==> config.mk <==
export PLATFORM = sky130hd
export DESIGN_NAME = keypad_scan
export DESIGN_NICKNAME = d
export VERILOG_FILES = /design/src/rtl/keypad_scan.sv
export SDC_FILE = /design/constraint.sdc
export NUM_CORES = 1
export LEC_CHECK = 0
export CAP_MARGIN = 20
export CORE_ASPECT_RATIO = 0.9
export CORE_MARGIN = 4
export CORE_UTILIZATION = 40
export CTS_CLUSTER_SIZE = 24
export DETAILED_ROUTE_END_ITERATION = 10
export HOLD_SLACK_MARGIN = 0.12
export PLACE_DENSITY_LB_ADDON = 0.3
export SLEW_MARGIN = 20
export SYNTH_ARGS = -nofsm -noshare
export SYNTH_HDL_FRONTEND = slang
export SYNTH_SLANG_ARGS = --single-unit
export TNS_END_PERCENT = 20
==> constraint.sdc <==
create_clock -name clk -period 3.4 [get_ports clk]
set_input_delay 0.34 -clock clk [delete_from_list [all_inputs] [get_ports clk]]
set_output_delay 0.34 -clock clk [all_outputs]
set_load 0.01 [all_outputs]
==> src/rtl/keypad_scan.sv <==
// Row-scanning reader for a 4x4 active-low matrix keypad: rotates the row select,
// samples synchronized columns, debounces whole scans and reports accepted keys.
module keypad_scan #(
    parameter int SCAN_DIV       = 1000,
    parameter int DEBOUNCE_SCANS = 4
) (
    input  logic       clk,
    input  logic       rst_n,
    input  logic [3:0] col_in,
    output logic [3:0] row_out,
    output logic [3:0] key_code,
    output logic       key_valid,
    output logic       key_held
);

    localparam int DIV_W = $clog2(SCAN_DIV);
    localparam int CNT_W = $clog2(DEBOUNCE_SCANS + 1);

    localparam logic [DIV_W-1:0] DIV_LAST  = DIV_W'(SCAN_DIV - 1);
    localparam logic [DIV_W-1:0] DIV_ONE   = DIV_W'(1);
    localparam logic [CNT_W:0]   DB_TARGET = (CNT_W + 1)'(DEBOUNCE_SCANS);
    localparam logic [CNT_W:0]   CNT_INC   = (CNT_W + 1)'(1);
    localparam logic [CNT_W-1:0] CNT_ONE   = CNT_W'(1);

    typedef enum logic [1:0] {IDLE, DEBOUNCE, PRESSED, RELEASE} state_t;
    typedef enum logic [1:0] {SCAN_NONE, SCAN_SINGLE, SCAN_MULTI} scan_t;

    // Number of low columns, saturated at 2 ("two or more").
    function automatic logic [1:0] low_count_sat(input logic [3:0] low);
        logic [2:0] n;
        n = 3'(low[0]) + 3'(low[1]) + 3'(low[2]) + 3'(low[3]);
        return (n > 3'd1) ? 2'd2 : n[1:0];
    endfunction

    function automatic logic [1:0] low_index(input logic [3:0] low);
        if (low[0]) return 2'd0;
        else if (low[1]) return 2'd1;
        else if (low[2]) return 2'd2;
        return 2'd3;
    endfunction

    // Hit counter saturating at 2; anything past one hit is already MULTI.
    function automatic logic [1:0] hits_sat_add(input logic [1:0] a, input logic b);
        if (a == 2'd2) return 2'd2;
        return a + {1'b0, b};
    endfunction

    function automatic logic [3:0] row_sel(input logic [1:0] idx);
        return ~(4'b0001 << idx);
    endfunction

    logic [3:0]       col_p0, col_p1;
    logic [DIV_W-1:0] div_cnt;
    logic             tick;
    logic [1:0]       r;

    logic [1:0]       hit_cnt;
    logic             acc_multi;
    logic [3:0]       acc_code;

    logic [3:0]       col_low;
    logic [1:0]       row_lows;
    logic             row_hit, row_multi;
    logic [3:0]       row_code;
    logic [1:0]       scan_hits;
    logic             scan_multi;
    logic [3:0]       scan_code;
    scan_t            scan_res;
    logic             scan_end;

    state_t           state;
    logic [3:0]       cand;
    logic [CNT_W-1:0] cnt;
    logic [CNT_W:0]   cnt_nxt;
    logic             cnt_done;
    logic             same_key;

    // Stage p0/p1: two-flop column synchronizer
    always_ff @(posedge clk or negedge rst_n) begin
        if (!rst_n) begin
            col_p0 <= 4'b1111;
            col_p1 <= 4'b1111;
        end else begin
            col_p0 <= col_in;
            col_p1 <= col_p0;
        end
    end

    assign tick = (div_cnt == DIV_LAST);

    always_ff @(posedge clk or negedge rst_n) begin
        if (!rst_n) begin
            div_cnt <= '0;
            r       <= 2'd0;
            row_out <= 4'b1110;
        end else if (tick) begin
            div_cnt <= '0;
            r       <= r + 2'd1;
            row_out <= row_sel(r + 2'd1);
        end else begin
            div_cnt <= div_cnt + DIV_ONE;
        end
    end

    // Row sample and whole-scan classification, valid at tick
    always_comb begin
        col_low    = ~col_p1;
        row_lows   = low_count_sat(col_low);
        row_hit    = (row_lows == 2'd1);
        row_multi  = (row_lows == 2'd2);
        row_code   = {r, low_index(col_low)};
        scan_hits  = hits_sat_add(hit_cnt, row_hit);
        scan_multi = acc_multi | row_multi;
        scan_code  = row_hit ? row_code : acc_code;
        scan_end   = tick && (r == 2'd3);
        scan_res   = SCAN_MULTI;
        if (scan_hits == 2'd0 && !scan_multi)
            scan_res = SCAN_NONE;
        else if (scan_hits == 2'd1 && !scan_multi)
            scan_res = SCAN_SINGLE;
        same_key   = (scan_code == cand);
        cnt_nxt    = {1'b0, cnt} + CNT_INC;
        cnt_done   = (cnt_nxt >= DB_TARGET);
    end

    always_ff @(posedge clk or negedge rst_n) begin
        if (!rst_n) begin
            hit_cnt   <= 2'd0;
            acc_multi <= 1'b0;
            acc_code  <= 4'd0;
        end else if (tick) begin
            if (r == 2'd3) begin
                hit_cnt   <= 2'd0;
                acc_multi <= 1'b0;
                acc_code  <= 4'd0;
            end else begin
                hit_cnt   <= scan_hits;
                acc_multi <= scan_multi;
                if (row_hit)
                    acc_code <= row_code;
            end
        end
    end

    // Debounce FSM, stepped once per completed scan; key_valid is a one-cycle strobe
    always_ff @(posedge clk or negedge rst_n) begin
        if (!rst_n) begin
            state     <= IDLE;
            cand      <= 4'd0;
            cnt       <= '0;
            key_code  <= 4'd0;
            key_valid <= 1'b0;
            key_held  <= 1'b0;
        end else begin
            key_valid <= 1'b0;
            if (scan_end) begin
                case (state)
                    IDLE: begin
                        if (scan_res == SCAN_SINGLE) begin
                            cand <= scan_code;
                            cnt  <= CNT_ONE;
                            if (DB_TARGET == CNT_INC) begin
                                state     <= PRESSED;
                                key_code  <= scan_code;
                                key_valid <= 1'b1;
                                key_held  <= 1'b1;
                            end else begin
                                state <= DEBOUNCE;
                            end
                        end
                    end
                    DEBOUNCE: begin
                        if (scan_res == SCAN_SINGLE && same_key) begin
                            if (cnt_done) begin
                                state     <= PRESSED;
                                key_code  <= cand;
                                key_valid <= 1'b1;
                                key_held  <= 1'b1;
                            end else begin
                                cnt <= cnt_nxt[CNT_W-1:0];
                            end
                        end else if (scan_res == SCAN_SINGLE) begin
                            cand <= scan_code;
                            cnt  <= CNT_ONE;
                        end else begin
                            state <= IDLE;
                        end
                    end
                    PRESSED: begin
                        if (!(scan_res == SCAN_SINGLE && same_key)) begin
                            if (scan_res == SCAN_NONE && DB_TARGET == CNT_INC) begin
                                state    <= IDLE;
                                key_held <= 1'b0;
                            end else begin
                                state <= RELEASE;
                                cnt   <= (scan_res == SCAN_NONE) ? CNT_ONE : '0;
                            end
                        end
                    end
                    RELEASE: begin
                        if (scan_res == SCAN_NONE) begin
                            if (cnt_done) begin
                                state    <= IDLE;
                                key_held <= 1'b0;
                            end else begin
                                cnt <= cnt_nxt[CNT_W-1:0];
                            end
                        end else if (scan_res == SCAN_SINGLE && same_key) begin
                            state <= PRESSED;
                        end else begin
                            cnt <= '0;
                        end
                    end
                    default: state <= IDLE;
                endcase
            end
        end
    end

endmodule

==> summary.txt <==
=================================================================================================================
Outcome                                                                                              finished with violations
Violations in the final reports                                                                      setup timing
Sequential standard cell area                                                                          1160 sq um
Setup repair after global routing missed its margin                                                          true
Number of clock buffers inserted by TritonCTS                                                                   5
Leftover overflow at the end of global routing                                                                  0
Yosys warning total                                                                                             0
Routed len/inst                                                                                           13.8 um
Worst Max-Slew Pin Slew                                                                                  0.572 ns
Post-synthesis sequential element count                                                                        46
Maximum clock insertion buffer count                                                                            2
Initial drt markers                                                                                            63
Overall routing resource usage                                                                              0.142
Total of fill cells in the finished design                                                                    508
R2r startpoint                                                                                          col_p1[1]
CP most frequent cell                                                                                        ha_4
Number of DRC violations after detailed routing                                                                 0
Post-route clock skew                                                                                  0.00438 ns
Via count of the first global-routing pass                                                                  1,918
Total power divided by cell area                                                                      369 nW/um^2
Cell area after technology mapping                                                                     2490 sq um
Total vias in the final route                                                                               1,897
Worst Setup Path Type                                                                                flop to flop
Clock latency reported for the late side of the worst-skew pair                                           0.31 ns
Final worst-path setup slack                                                                            -0.254 ns
Type of element capturing the critical path                                                                  flop
Biggest cell delay along the critical path                                                                0.54 ns
Category of the worst setup path launch point                                                                flop
Number of I/O pins                                                                                             16
Simple-Gate Fraction of Synth Area                                                                          0.195
Leak pwr                                                                                                  1.35 nW
Top cell family by delay on the critical path                                                        simple AND/OR/NAND/NOR gates
Worst setup timing slack at the placement stage                                                         -0.256 ns
Worst-case hold slack                                                                                    0.360 ns
Initial antenna violation count                                                                                 0
Total number of clock tree sinks                                                                               46
Slowest library cell on the worst path                                                                    dfstp_2
Worst-path cell chain                                                                                fa_1, inv_2, ha_4, inv_4, ha_4, and2b_2, o211ai_1, a21oi_1, or2_4, or4_4, or3_4, mux2_4
Worst setup startpoint                                                                                  col_p1[1]
Sw Pwr                                                                                                     286 uW
Total Routed Length                                                                                       4.94 mm
Most common cell after layout, fill and taps aside                                                        dfrtp_1
Distinct cell type count after synthesis                                                                       51
Post-Synthesis Cells                                                                                          242
Overall die height                                                                                        82.8 um
Met2 Track Usage GR                                                                                         0.221
Maximum capacitance violations                                                                                  0
I/O Buffers                                                                                                    15
Worst-path maximum fanout                                                                                       4
Async S/R FF share, synth                                                                                    1.00
Detailed placer's ending HPWL                                                                             3.57 mm
Share of layout cells above drive strength 1                                                                0.275
RePlAce Congestion                                                                                          0.834
Deepest level of the CTS H-tree                                                                                 2
M3 GR Usage                                                                                                0.0316
Compound-cell area share of the yosys netlist                                                               0.154
Number of setup violations in the final report                                                                  9
Global-route wire length before repair                                                                    8.78 mm
Net count after synthesis                                                                                     262
Internal power contribution                                                                                872 uW
Per-cell via count in the routed design                                                                      5.31
FP Rows                                                                                                        26
Clock network fraction of total power                                                                       0.349
Global route hottest layer                                                                                   met2
TritonCTS clock tree                                                                                        built
Width of the chip                                                                                         91.1 um
Worst min-delay path startpoint                                                                         col_p0[2]
Number of diodes                                                                                                0
Final antenna-violating net count                                                                               0
Arrival time at the worst endpoint                                                                        3.85 ns
Arithmetic-cell share of the synthesized area counting full adders, half adders and majority gates         0.0734
Achievable clock frequency                                                                                274 MHz
Combinational share of power                                                                                0.169
Met1 GRT Util                                                                                               0.186
Most frequent cells in the layout                                                                    dfrtp_1, buf_4, nand2_1, nor2_1, o21ai_0
End-of-flow core utilization                                                                                0.535
Total power draw                                                                                          1.16 mW
Fraction of power spent switching nets                                                                      0.247
Multi-input logic area                                                                                 1370 sq um
Number of enable flip-flop cells after synthesis                                                                0
Area of the core                                                                                       5860 sq um
Portion of the clock cycle consumed by the worst path in the final layout                                    1.07
Layout-stage area growth over the synthesis result                                                          26.1%
Dominant synthesized flop cell                                                                            dfrtp_1
Slew margin rel.                                                                                            0.619
Maximum number of pins on one net before global-route repair                                                   47
Final Slew Violations                                                                                           0
Synthesized area divided by synthesized cell count                                                     10.3 sq um
Clock root buffer                                                                                        clkbuf_8
Synthesized-area fraction occupied by xor and xnor cells                                                   0.0382
Sequential share of power                                                                                   0.482
Initial standard-cell utilization of the core                                                               0.425
Data required, critical path                                                                              3.59 ns
Final hold violation count                                                                                      0
Floorplan die area                                                                                     7550 sq um
Shortest period the worst path allows                                                                     3.65 ns
Nets                                                                                                          306
CP bufs+invs                                                                                                    2
Number of iterations in the first detailed-routing pass                                                         6
Largest family of logic cells by synthesized area                                                    simple AND/OR/NAND/NOR gates
Worst ir drop on vdd                                                                                     0.248 mV
Multiplexer share of the synthesized area                                                                  0.0443
Clock-pin slew on the worst setup and hold paths                                                          0.08 ns
Min-delay worst type                                                                                 flop to flop
Sequential fraction of the synthesis area                                                                   0.468
=================================================================================================================
==> final cells by class <==
cell class / instances / area share
Clock buffer: 6 / 0.0231
Inverter: 13 / 0.0164
Tap cell: 70 / 0.0279
Sequential cell: 46 / 0.372
Timing Repair Buffer: 42 / 0.113
Multi-Input combinational cell: 178 / 0.437
Clock inverter: 2 / 0.0120
==> per-stage QoR <==
stage               instance area [sq um]  cells  setup TNS [ns]
CTS                                  3040    352           -1.64
detailed placement                   2890    341           -1.91
global placement                     2890    341          -0.933
floorplan                            2530    242          -0.510
finish                               3140    357           -1.43
global route                         3140    357           -3.15
==> worst reg2reg max path, stage by stage (launching register included) <==
cell and delay [ns]:
dfstp_2 0.54, fa_1 0.43, inv_2 0.08, ha_4 0.14
inv_4 0.05, ha_4 0.26, and2b_2 0.24, o211ai_1 0.13
a21oi_1 0.13, or2_4 0.26, or4_4 0.54, or3_4 0.43
mux2_4 0.31
==> state kept, by name, summed over array words and instances, names as in the netlist, 2 cells and up <==
signal,count
acc_code,4
col_p1,4
col_p0,4
state,2
hit_cnt,2
row_out,4
cand,4
cnt,3
key_code,4
r,2
div_cnt,10
==> routing by layer <==
layer	vias up	part of all wire
met5	-	0
met4	0	0.019
met3	8	0.034
met2	37	0.45
met1	904	0.49
li1	948	-
==> synthesized netlist by cell type (all sizes together), types with 3 or more instances <==
library cell,count,area share
a22o,4,0.014
and3,4,0.010
inv,13,0.020
dfstp,11,0.12
or2,4,0.010
clkbuf,5,0.0075
xor2,5,0.021
a21oi,11,0.027
a2bb2oi,4,0.014
o211ai,4,0.014
nor4,4,0.010
o21ai,18,0.036
xnor2,5,0.018
mux2i,5,0.020
nor3,6,0.012
nor2,19,0.029
mux2,4,0.024
nand2,21,0.032
dfrtp,35,0.35
nand3,9,0.018
nand2b,3,0.011
and2,5,0.013
o21a,3,0.0091
ha,13,0.065
==> path summary, 6_finish.rpt <==
check                           slack [ns]  depth (start not counted)     endpoint
worst min-delay path                  0.36                          0    col_p1[2]
min in group asynchronous             0.55                          2  key_code[2]
worst max register to register       -0.25                         12  key_code[1]
worst min register to register        0.36                          0    col_p1[2]
max in group asynchronous             2.44                          2    col_p1[0]
worst max-delay path                 -0.25                         12  key_code[1]
==> cells by family (layout without fill, tap and decap cells) <==
group	after synthesis	in the layout
mux	9	9
flops	46	46
fa+ha+maj	14	14
xor+xnor	10	10
simple gates	89	89
buf+inv	18	63
compound gates	56	56
==> repair_timing <==
item	CTS	global route
cloned	0	0
pin swaps	2	6
setup endpoints to repair	10	14
hold endpoints to repair	0	35
hold buffers	0	1
gates resized for setup	5	11
buffers inserted	3	4
==> power by group through the flow <==
stage          combinational [mW]  clock [mW]  sequential, mW
3_3_place_gp                0.173           0           0.568
4_1_cts                     0.180       0.421           0.558
3_5_place_dp                0.176           0           0.568
6_report                    0.196       0.404           0.558
2_1_floorplan               0.105           0           0.568
5_1_grt                     0.217       0.444           0.559
Power figures use the tool's default switching activity.
